$ cat config.mk
export PLATFORM = sky130hd
export DESIGN_NAME = mips_register_file
export DESIGN_NICKNAME = d
export VERILOG_FILES = /design/src/rtl/mips_register_file.sv
export SDC_FILE = /design/constraint.sdc
export NUM_CORES = 2
export LEC_CHECK = 0
export BUFFER_PORTS_ARGS = -buffer_cell sky130_fd_sc_hd__buf_2
export CAP_MARGIN = 25
export CORE_UTILIZATION = 45
export CTS_CLUSTER_SIZE = 8
export DETAILED_ROUTE_END_ITERATION = 12
export HOLD_SLACK_MARGIN = 0.15
export PLACE_DENSITY = 0.64
export SYNTH_ARGS = -nofsm -noshare
export SYNTH_HDL_FRONTEND = slang
export SYNTH_SLANG_ARGS = --single-unit
$ cat constraint.sdc
create_clock -name clk -period 2.6 [get_ports clk]
set_clock_uncertainty 0.15 [all_clocks]
set_input_delay 0.13 -clock clk [delete_from_list [all_inputs] [get_ports clk]]
set_output_delay 0.13 -clock clk [all_outputs]
set_load 0.05 [all_outputs]
$ cat src/rtl/mips_register_file.sv
// mips_register_file
// MIPS general-purpose register file: 32 x 32-bit, two combinational read
// ports and one write port. Register 0 is not stored and always reads zero,
// so a write address of 0 doubles as the "no write" encoding. Each read port
// forwards the incoming write data when it addresses the register being
// written, so the decode stage sees a write-back result in the same cycle.

module mips_register_file #(
    parameter int DATA_WIDTH = 32,
    parameter int ADDR_WIDTH = 5
) (
    input  logic                  clk,
    input  logic                  rst,
    input  logic [ADDR_WIDTH-1:0] read1_addr,
    input  logic [ADDR_WIDTH-1:0] read2_addr,
    input  logic [ADDR_WIDTH-1:0] write_addr,
    input  logic [DATA_WIDTH-1:0] data_in,
    output logic [DATA_WIDTH-1:0] data_out1,
    output logic [DATA_WIDTH-1:0] data_out2
);

    localparam int DEPTH = 2 ** ADDR_WIDTH;

    // Flat view of the architectural registers; entry 0 is the constant zero.
    logic [DATA_WIDTH-1:0] w_regs [0:DEPTH-1];

    // Write-through is only possible for a real (non-zero) write address.
    logic w_write_en;

    assign w_write_en = (write_addr != '0);
    assign w_regs[0]  = '0;

    for (genvar g = 1; g < DEPTH; g++) begin : g_reg
        logic [DATA_WIDTH-1:0] r_q;
        logic                  w_hit;

        assign w_hit = (write_addr == ADDR_WIDTH'(g));

        // Storage for register g: async clear, loaded when write-back targets it.
        // NOTE: every register is reset (not just left to power-up) so that reads
        // never return X once reset has been applied; state is updated with
        // non-blocking assignments so all flops sample the same pre-edge inputs.
        always_ff @(posedge clk or negedge rst) begin
            if (!rst) begin
                r_q <= '0;
            end else if (w_hit) begin
                r_q <= data_in;
            end
        end

        assign w_regs[g] = r_q;
    end

    // Read port 1: zero register, same-cycle bypass, then stored value.
    // NOTE: the output gets a default first so no path through the block can
    // leave it unassigned and infer a latch.
    always_comb begin
        data_out1 = '0;
        if (rst && (read1_addr != '0)) begin
            if (w_write_en && (read1_addr == write_addr)) begin
                data_out1 = data_in;
            end else begin
                data_out1 = w_regs[read1_addr];
            end
        end
    end

    // Read port 2: identical selection, fully independent of port 1.
    always_comb begin
        data_out2 = '0;
        if (rst && (read2_addr != '0)) begin
            if (w_write_en && (read2_addr == write_addr)) begin
                data_out2 = data_in;
            end else begin
                data_out2 = w_regs[read2_addr];
            end
        end
    end

endmodule

Word-level counts from Yosys, hierarchy flattened
Cells that the tools add are included.

Bits of input ports: 49. Latch bits: 0. Memories: 0. Register bits: 992. Memory bits (writable): 0. ROM bits: 0.

Add/subtract/negate cells: 0. Reductions and logical operators: 7. Shifts and indexed selects: 0. Order comparisons: 2. Multiplexer cells: 10. Div/mod/pow operators: 0. Multipliers: 0. Equality and inequality tests: 33. Bitwise operators: 2.

Operator list (count): $bmux W32 S5 (2); $mux W32 (8); $eq A5 B5 Y1 const B (16); $eq A5 B4 Y1 const B (8); $eq A5 B3 Y1 const B (4); $reduce_bool A5 Y1 (3); $ge A6 B6 Y1 const B (2); $not A5 Y6 (2); $eq A5 B2 Y1 const B (2); $eq A5 B5 Y1 (2); $eq A5 B1 Y1 const B (1); $logic_and A1 B1 Y1 (4).

Depth between registers and ports, before layout
Word-level depth: 6. Gate-level depth with buffers: 10. Mapped depth without buffers: 5.

Worst setup path before layout
No wires, ideal clock.

Kind: input port to output port. From: in read1_addr[1]. To: out data_out1[0]. Slack: 31 ps. Buffers on the path: 5. Arrival time: 2289 ps. Data required time: 2320 ps. Cell stages on the path: 8. Cell sequence: buf_2 -> buf_4 -> buf_4 -> clkbuf_1 -> buf_2 -> mux2i_1 -> o22a_1 -> a31oi_1.

Cells in the longest elaborated chain, start to end: 6. Elaborated cells between the ends (all ways): 10. Those cells by class: 1 x eq/ne; 5 x mux; 1 x bitwise; 3 x reduce/logical.

RTL lines: start: declaration (RTL line 14) `input logic [ADDR_WIDTH-1:0] read1_addr,`; $not A5 Y6 (implied by the code) (RTL line 63) `data_out1 = w_regs[read1_addr];`; $bmux W32 S5 (RTL line 63); $mux W32 (implied by the code) (2 in a row) (RTL line 63); $mux W32 (RTL line 60) `if (w_write_en && (read1_addr == write_addr)) begin`; $mux W32 * (RTL line 59) `if (rst && (read1_addr != '0)) begin`; end: declaration (RTL line 18) `output logic [DATA_WIDTH-1:0] data_out1,`.

Every way passes the cells marked *; elsewhere a longest branch is shown, timed or not. The select of a mux whose other input is x is not followed.

Worst setup path after layout
From: reg g_reg[19].r_q[29]. To: out data_out1[29].

Cells in the longest elaborated chain, start to end: 5.

RTL lines: start: declaration (RTL line 34) `logic [DATA_WIDTH-1:0] r_q;`; start signal: assignment (RTL line 47) `r_q <= data_in;`; $bmux W32 S5 (RTL line 63); $mux W32 (implied by the code) (2 in a row) (RTL line 63); $mux W32 (RTL line 60); $mux W32 (RTL line 59).

Every way passes these cells. The select of a mux whose other input is x is not followed.

==> impl_results.md <==
* Gr usage total at 29.6%
* Max_slew headroom at 32.3%
* Synthesized area at 53600 µm²
* Largest net degree at the start of global routing at 175
* Clock power frac at 32.7%
* Final Cycle Share at 117%
* Peak VDD IR at 0.579 mV
* Synth Area per Inst at 13.9 µm²
* Critical R2R Capture: g_reg[16].r_q[7]
* Worst path buffer plus inverter count at 1
* Final worst slack at -449 ps
* Synth cell types at 49
* Mapped Nets at 3895
* P&R area growth vs syn at 19.8%
* Yosys warning count at 0
* Final core utilization at 54.4%
* CP Launch Type: register
* WP data required at 2320 ps
* Synth async-reset ratio at 100%
* Number of synthesized flops with an enable pin at 0
* Fin cells at 5649
* Gr ovfl total at 0
* Largest Register: g.r_q
* Cell Chain, Critical Path: mux4_2 -> mux4_2 -> a221o_2 -> buf_12
* Initial DRT Pass Iterations at 6
* Crit. End Element: primary output
* Pwr Total at 51.0 mW
* Hold Path Depth at 6
* Comb pwr share at 24.9%
* Die area at 121000 µm²
* FMAX at 328 MHz
* Final ANT Viol Nets at 0
* Worst Tran Pin Value at 1020 ps
* CP max FO at 3
* M1 GR Usage at 41.1%
* Num Clock Sinks at 992
* Placed Cells incl. Taps at 5405
* Reg2reg start: g_reg[16].r_q[7]
* Worst path depth at 4
* GPL Wtd Cong at 0.854
* Final setup vio count at 64
* Fin crit period at 3050 ps
* Detail Placement HPWL at 110000 µm
* Slowest stage cell, crit path: mux4_2
* CTS Buffer Depth at 3
* Main flop type after synthesis: dfrtp_1
* Seq pwr share at 42.4%
* Met3 usage at 6.11%
* Die Wd at 347 µm
* RSZ-0062 raised after global routing: true
* Vias in the first global route at 38600
* Min-delay worst type: in2reg
* Post-route setup TNS at -15860 ps
* Sw Share at 28.8%
* Crit path top cell by count: mux4_2
* Largest regs: g.r_q (992)
* Leakage power at 27.1 nW
* Max reg flops at 992
* FF+latch count, synth at 992
* Violated checks: negative setup slack
* Initial Util at 45.4%
* Worst Setup EP: data_out1[29]
* Vias per cell at 6.53
* Cell Int Power at 36.3 mW
* Nets at 4142
* Fin. max-slew vios at 0
* Layout cell share with drive strength beyond 1 at 50.9%
* CTS buffer count at 142
* Worst R2R Path Depth at 2
* Met2 GRT Util at 45.6%
* CTS tree: yes
* Final hold vios at 0
* Port bufs at 112
* Wirelength per Cell at 31.0 µm
* Max-cap viol count at 0
* Slowest Stage Delay on Critical Path at 480 ps
* Number of remaining DRC errors at 0
* Worst setup path category: reg2out
* First DRT Iteration DRCs at 3552
* Core Rows at 126
* R2R Setup Slk at 1140 ps
* Drt total wl at 175000 µm
* Sw Pwr at 14.7 mW
* Most Crowded Layer GR: met2
* Delay-heaviest family, CP: multiplexers
* IO Pins at 113
* Crit path DAT at 2770 ps
* Post-Synthesis Cells at 3846
* Vias at 36900
* PwrDens at 793 nW/µm²
* Root buf cell: clkbuf_16
* Clock Pin Slew Worst Setup and Hold Paths at 50 ps
* CP Launch Point: g_reg[19].r_q[29]
* Antenna violations before repair at 8
* First-pass GRT wire length at 263000 µm
* CORE AREA at 118000 µm²
* Fillers at 9557
* H-tree depth at 4
* Sequential fraction of the synthesis area at 46.3%
* Die height at 347 µm
* Clock latency on the worst-skew pair at 740 ps
* Outcome: complete, but fails checks
[logic make-up (layout without fill, tap and decap cells)]
family / Yosys count / in the layout / share of synthesized area [%]
xor gates and xnor gates: 10 / 10 / 0.163
other: 0 / 2 / 0
DFF: 992 / 992 / 46.3
buffers and inverters: 440 / 705 / 3.74
AOI/OAI and AO/OA: 496 / 496 / 6.55
and+or+nand+nor: 383 / 383 / 3.10
muxes: 1525 / 1525 / 40.2
[cells in the final DEF, fill, tap and decap left out, types with 15 or more instances in the layout]
cell	n
a22oi_1	101
buf_4	265
a22o_1	20
buf_6	23
buf_2	39
o22ai_1	22
mux4_2	411
o21ai_0	159
nor2b_1	27
inv_1	15
a211oi_1	25
mux2_2	900
a21oi_1	19
nand2_1	215
clkbuf_16	145
nor2_4	18
buf_12	140
a221o_1	44
dlygate4sd3_1	41
dfrtp_1	992
mux2i_1	196
nor2_1	39
[power groups by stage]
stage | sequential (mW) | clock, mW | combinational (mW)
after floorplan | 20.9 | 0 | 8.77
after global placement | 21.6 | 0 | 11.6
after detailed placement | 21.8 | 0 | 11.9
after CTS | 21.6 | 16.9 | 12.5
after global routing | 22.1 | 17.5 | 13.5
final | 21.6 | 16.7 | 12.7
[layout make-up]
| type | instances | area [µm²] | area share (%) |
|---|---|---|---|
| multi-input cells | 2414 | 27800 | 43.3 |
| repair buffers | 514 | 5760 | 8.96 |
| well taps | 1536 | 1920 | 2.99 |
| clock inverters | 13 | 166 | 0.259 |
| flip-flops and latches | 992 | 24800 | 38.6 |
| inverters | 29 | 109 | 0.169 |
| clock buffers | 149 | 3650 | 5.68 |
| diodes | 2 | 5.00 | 0.00779 |
[worst min-delay path: cells and delay by family]
kind	cells	cell delay [ps]
buf+inv	3	540
simple gates	2	270
compound gates	1	110
[worst min-delay path by stage]
stage | start | slack [ps] | to
2_1_floorplan | rst | -320 | g_reg[10].r_q[0]
3_3_place_gp | rst | 40 | g_reg[3].r_q[9]
3_5_place_dp | rst | 40 | g_reg[3].r_q[9]
4_1_cts | write_addr[4] | 150 | g_reg[1].r_q[3]
5_1_grt | write_addr[4] | 230 | g_reg[1].r_q[6]
6_report | write_addr[4] | 210 | g_reg[1].r_q[3]
[synthesized netlist by cell type (all sizes together), types with 10 or more instances]
cell type  instances  area, µm²
a22o              20        175
o22a              10       87.6
inv               29        109
nor3              15       80.1
nand3             11       55.1
a221oi            18        158
nand2            228        856
nor2              58        220
a21oi             19       95.1
a221o             48        480
o221ai            20        175
a22oi            101        758
nor2b             39        244
dfrtp            992      24800
o22ai             22        138
a211oi            36        275
nand2b            17        106
o21ai            159        796
o311ai            22        193
buf              182       1040
mux2             906      10200
clkbuf           229        860
mux4             411       9260
mux2i            208       2080
[metrics by stage]
step	area [µm²]	worst slack (ps)	hold WS, ps
floorplan	53600	30.8	-316
global placement	58900	-444	41.1
detailed placement	58900	-210	35.4
CTS	64000	-495	151
global route	64300	-507	226
finish	64300	-449	206
[metal layers]
metal | vias to the layer above | wire, µm
met4 | 6 | 7170
met1 | 19600 | 73300
met5 | - | 42
met3 | 421 | 13900
li1 | 15200 | -
met2 | 1665 | 80800
[what timing repair did]
item	CTS	global route
pin swaps	32	24
hold buffers	41	0
setup endpoints to repair	64	64
cloned	0	0
setup buffers	31	19
hold endpoints to repair	1319	0
resized for setup	146	37
Note: power is estimated with default switching activity, not from simulation.
